==> src/rtl/mastermind_game_ctrl.sv <==
// Mastermind round controller.
// Latches a secret code on Start, scores each guess submitted with Enter,
// counts attempts and reports the win/lose outcome.
// Ports:
//   Clock, Reset          - system clock, synchronous active-high reset
//   StartPulse            - one-cycle pulse, begins a new game (any state)
//   EnterPulse            - one-cycle pulse, submits Guess while in GUESS
//   Guess[7:0]            - four 2-bit pegs, peg i = Guess[2i+1:2i]
//   SecretSel, SecretIn   - on Start: 1 = take SecretIn, 0 = take LFSR[7:0]
//   Exact, Partial        - score of the most recent guess
//   TriesUsed             - guesses scored in this game
//   ScoreValid            - one-cycle pulse when the score outputs update
//   Playing, Win, Lose    - registered decode of the round state
module mastermind_game_ctrl #(
    parameter int unsigned MAX_TRIES = 8,
    parameter logic [15:0] LFSR_SEED = 16'hACE1
) (
    input  logic       Clock,
    input  logic       Reset,
    input  logic       StartPulse,
    input  logic       EnterPulse,
    input  logic [7:0] Guess,
    input  logic       SecretSel,
    input  logic [7:0] SecretIn,
    output logic [2:0] Exact,
    output logic [2:0] Partial,
    output logic [3:0] TriesUsed,
    output logic       ScoreValid,
    output logic       Playing,
    output logic       Win,
    output logic       Lose
);

    localparam int unsigned PEGS = 4;
    localparam int unsigned COLOURS = 4;
    localparam logic [3:0] TRIES_LIMIT = 4'(MAX_TRIES);

    typedef enum logic [2:0] {
        IDLE,
        GUESS,
        CHECK,
        WIN,
        LOSE
    } state_t;

    state_t      state;
    logic [15:0] lfsr;
    logic [7:0]  secret_q;
    logic [7:0]  guess_q;

    logic [2:0]  exact_c;
    logic [2:0]  sum_c;
    logic [2:0]  cnt_s;
    logic [2:0]  cnt_g;
    logic [3:0]  tries_inc;
    logic        lfsr_fb;

    // Fibonacci feedback for taps 16,14,13,11 (shift-right form)
    assign lfsr_fb   = lfsr[0] ^ lfsr[2] ^ lfsr[3] ^ lfsr[5];
    assign tries_inc = TriesUsed + 4'd1;

    // Score of the latched guess against the latched secret
    always_comb begin
        exact_c = '0;
        sum_c   = '0;
        cnt_s   = '0;
        cnt_g   = '0;
        for (int i = 0; i < PEGS; i++) begin
            if (guess_q[2*i +: 2] == secret_q[2*i +: 2]) begin
                exact_c = exact_c + 3'd1;
            end
        end
        // Colour-only overlap: sum of min(count in secret, count in guess)
        for (int c = 0; c < COLOURS; c++) begin
            cnt_s = '0;
            cnt_g = '0;
            for (int i = 0; i < PEGS; i++) begin
                if (secret_q[2*i +: 2] == 2'(c)) cnt_s = cnt_s + 3'd1;
                if (guess_q[2*i +: 2] == 2'(c))  cnt_g = cnt_g + 3'd1;
            end
            sum_c = sum_c + ((cnt_s < cnt_g) ? cnt_s : cnt_g);
        end
    end

    // Round state machine with registered score and status outputs
    always_ff @(posedge Clock) begin
        if (Reset) begin
            state      <= IDLE;
            lfsr       <= LFSR_SEED;
            secret_q   <= '0;
            guess_q    <= '0;
            Exact      <= '0;
            Partial    <= '0;
            TriesUsed  <= '0;
            ScoreValid <= 1'b0;
            Playing    <= 1'b0;
            Win        <= 1'b0;
            Lose       <= 1'b0;
        end else begin
            lfsr       <= {lfsr_fb, lfsr[15:1]};
            ScoreValid <= 1'b0;
            if (StartPulse) begin
                // Start wins over Enter and cancels a pending CHECK
                state     <= GUESS;
                secret_q  <= SecretSel ? SecretIn : lfsr[7:0];
                Exact     <= '0;
                Partial   <= '0;
                TriesUsed <= '0;
                Playing   <= 1'b1;
                Win       <= 1'b0;
                Lose      <= 1'b0;
            end else begin
                case (state)
                    GUESS: begin
                        if (EnterPulse) begin
                            guess_q <= Guess;
                            state   <= CHECK;
                        end
                    end
                    CHECK: begin
                        Exact      <= exact_c;
                        Partial    <= sum_c - exact_c;
                        TriesUsed  <= tries_inc;
                        ScoreValid <= 1'b1;
                        if (exact_c == 3'd4) begin
                            state   <= WIN;
                            Playing <= 1'b0;
                            Win     <= 1'b1;
                        end else if (tries_inc == TRIES_LIMIT) begin
                            state   <= LOSE;
                            Playing <= 1'b0;
                            Lose    <= 1'b1;
                        end else begin
                            state <= GUESS;
                        end
                    end
                    default: begin
                    end
                endcase
            end
        end
    end

endmodule

==> config.mk <==
export PLATFORM = sky130hd
export DESIGN_NAME = mastermind_game_ctrl
export DESIGN_NICKNAME = d
export VERILOG_FILES = /design/src/rtl/mastermind_game_ctrl.sv
export SDC_FILE = /design/constraint.sdc
export NUM_CORES = 1
export LEC_CHECK = 0
export CORE_MARGIN = 3
export CORE_UTILIZATION = 55
export CTS_CLUSTER_DIAMETER = 60
export DETAILED_ROUTE_END_ITERATION = 10
export PLACE_DENSITY_LB_ADDON = 0.3
export REMOVE_ABC_BUFFERS = 1
export SETUP_SLACK_MARGIN = 0.02
export SYNTH_ARGS = -nofsm -noshare
export SYNTH_HDL_FRONTEND = slang
export SYNTH_SLANG_ARGS = --single-unit
export TNS_END_PERCENT = 1
==> constraint.sdc <==
create_clock -name Clock -period 8.68 [get_ports Clock]
set_input_delay 0.868 -clock Clock [delete_from_list [all_inputs] [get_ports Clock]]
set_output_delay 0.868 -clock Clock [all_outputs]
set_load 0.02 [all_outputs]
==> flow_summary.json <==
{
  "crit_family": "adder cells",
  "drv_cap": 0,
  "drv_slew": 0,
  "hold_viol_final": 0,
  "synth_top_family_by_area": "simple AND/OR/NAND/NOR gates",
  "fmax_ghz": 0.1797,
  "final_common_cell": "dfxtp_1",
  "nFillCells": 512,
  "p_sw_frac": 0.3727,
  "postRouteAntennaNets": 0,
  "die_y_um": 85.73,
  "synth.largest_area_cell": "dfxtp_1",
  "clkTransAtPathRegs_ns": 0.11,
  "highest_layer": "met4",
  "totalWireLength_um": 7040,
  "avgRoutedWirePerCell_um": 13.89,
  "io_buffers": 34,
  "drc": 0,
  "ys_types": 42,
  "crit_required_ns": 8.86,
  "cts_tree": "yes",
  "tightest_slew_ns": 0.7064,
  "synth_warnings": 0,
  "antenna_found_initial": 0,
  "gp_congestion": 0.8831,
  "slew_headroom": 0.5276,
  "fin_crit_ns": 5.566,
  "syn_area_per_cell_um2": 8.568,
  "status": "finished, final reports clean",
  "skew_ns": 0.01461,
  "synth_mux_area_frac": 0.08912,
  "fin_nets": 491,
  "cpPeakStageDelay_ns": 0.53,
  "place_hpwl_um": 5572,
  "crit_chain": "nor2b_1 -> ha_1 -> xnor2_1 -> ha_1 -> mux2i_1 -> inv_1 -> ha_1 -> nand2_1 -> a21oi_1 -> a211o_1 -> mux2i_1 -> fa_1 -> inv_1 -> fa_1 -> inv_1 -> fa_1 -> ha_1 -> xnor2_1 -> xnor2_1 -> xnor2_1 -> xnor2_1 -> xnor2_1 -> a21oi_1",
  "yosys.area_share.adder": 0.1568,
  "cp_common_cell": "xnor2_1",
  "synth_top_area_frac": 0.2806,
  "pwr-share-comb": 0.449,
  "htree_levels": 2,
  "cts_buffers": 5,
  "holdBufCountCts": 0,
  "synth_compound_area_frac": 0.09270,
  "critPathKind": "flip-flop to flip-flop",
  "rsz0062_at_grt": "false",
  "via_count": 2738,
  "first_iter_violations": 89,
  "cp_num_buf_inv": 3,
  "diodes": 0,
  "grt_max_degree": 37,
  "internal_power_uw": 446.2,
  "vias_per_cell": 5.400,
  "grt.total_usage": 0.2049,
  "worstSkewPairLatency_ns": 0.32,
  "ys_seq_area_frac": 0.2806,
  "cts_setup_buffers": 0,
  "die-area_um2": 7349,
  "startpoint_type": "flip-flop",
  "io_pins": 35,
  "utilization": 0.6564,
  "cts.sink_count": 49,
  "ys.flop_type": "dfxtp_1",
  "grt_pass1_wl_um": 12080,
  "syn_to_final_growth_pct": 13.14,
  "min_path_type": "flip-flop to flip-flop",
  "firstDrtPassIters": 4,
  "dr_wl_met2_um": 3365,
  "power_density_nw_per_um2": 179.8,
  "dieWidth_um": 85.73,
  "syn_area_um2": 3496,
  "drive_gt1_frac": 0.04861,
  "ys_ff_latch": 49,
  "register_area_um2": 980.9,
  "power.leakage_nw": 1.711,
  "cts_buffer_depth": 2,
  "p_seq_frac": 0.345,
  "slowest_stage": "fa_1",
  "drt-met1-wl_um": 3130,
  "async_reset_ff_frac": 0,
  "finalSetupViolCount": 0,
  "synth-edff-count": 0,
  "synth.area.top_cells": "dfxtp_1 (28%), ha_1 (13%), mux2i_1 (8.6%)",
  "vdd_drop_max_v": 0.0001320,
  "initial_core_util": 0.5801,
  "critPathArrivalTime_ns": 5.75,
  "grt_overflow_total": 0,
  "cts_root_buf": "clkbuf_8",
  "fp-row-count": 28,
  "critPathMaxFanout": 6,
  "min_period_over_period": 0.6412,
  "multiInputGateArea_um2": 2336,
  "synthCells": 408,
  "cp-end-kind": "flip-flop",
  "cts_resized": 0,
  "core_um2": 6026,
  "layout_common_cells": "dfxtp_1 (49), nor2_1 (40), ha_1 (35), nand2_1 (34), clkdlybuf4s50_1 (34)",
  "p_switching_uw": 265.1,
  "synth_xor_area_frac": 0.1364,
  "grt_pass1_vias": 2688,
  "setup-tns-final_ns": 0,
  "clockPowerShare": 0.206,
  "wl_met3_um": 317,
  "synth_simple_gate_area_frac": 0.1933
}
-- routing by layer --
metal  GRT usage  up-vias
met1      0.2497     1264
met4      0.1022        0
li1            -     1396
met2      0.3439       54
met3     0.04035       24
met5           0        -
-- registers in the layout, summed over array words and instances (netlist names) --
signal,count
Partial,3
ScoreValid,1
secret_q,8
guess_q,8
lfsr,16
Exact,3
Win,1
Lose,1
state,3
Playing,1
TriesUsed,4
-- final timing paths --
kind / start / to / slack [ns] / cells after the start
setup reg to reg: secret_q[2]$_SDFFE_PP0P_ / Partial[2]$_SDFFE_PP0P_ / 3.11 / 23
setup / recovery: secret_q[2]$_SDFFE_PP0P_ / Partial[2]$_SDFFE_PP0P_ / 3.11 / 23
hold reg to reg: lfsr[11]$_SDFF_PP1_ / lfsr[10]$_SDFF_PP1_ / 0.42 / 1
hold / removal: lfsr[11]$_SDFF_PP1_ / lfsr[10]$_SDFF_PP1_ / 0.42 / 1
-- power groups by stage --
stage	combinational [mW]	sequential, mW	clock (mW)
after floorplan	0.246	0.248	0
after global placement	0.301	0.250	0
after detailed placement	0.322	0.250	0
after CTS	0.324	0.245	0.148
after global routing	0.355	0.247	0.158
final	0.319	0.245	0.147
-- logic make-up (layout without fill, tap and decap cells) --
kind of cell / count (synthesis) / count (layout)
AND/OR/NAND/NOR: 136 / 136
AO/OA/AOI/OAI: 52 / 52
XOR/XNOR: 52 / 52
flip-flops: 49 / 49
buffers and inverters: 46 / 70
adder cells (fa/ha/maj): 42 / 42
multiplexers: 31 / 31
-- synth_stat cells, types with 10 or more instances --
library cell,number
a211oi_1,10
o21ai_0,14
a21oi_1,15
xor2_1,19
xnor2_1,31
nand2b_1,10
inv_1,27
ha_1,35
dfxtp_1,49
nor2b_1,19
nor2_1,40
nand2_1,34
clkbuf_1,16
mux2i_1,30
-- final cells by class --
type | count | share of cell area
multi-input cells | 313 | 0.5906
flip-flops and latches | 49 | 0.2480
repair buffers | 35 | 0.08795
inverters | 27 | 0.02562
well taps | 75 | 0.02373
clock buffers | 5 | 0.01740
clock inverters | 3 | 0.006643
-- per-stage QoR --
step	worst slack [ns]	total power [mW]	cell area (um2)	cells	hold slack [ns]
floorplan	3.560	0.4948	3418	389	0.3895
global placement	3.397	0.5510	3860	499	0.3948
detailed placement	3.135	0.5721	3860	499	0.3967
CTS	3.080	0.7175	3955	507	0.4222
global route	2.807	0.7598	3955	507	0.4403
finish	3.114	0.7113	3955	507	0.4223
Power figures use the tool's default switching activity.
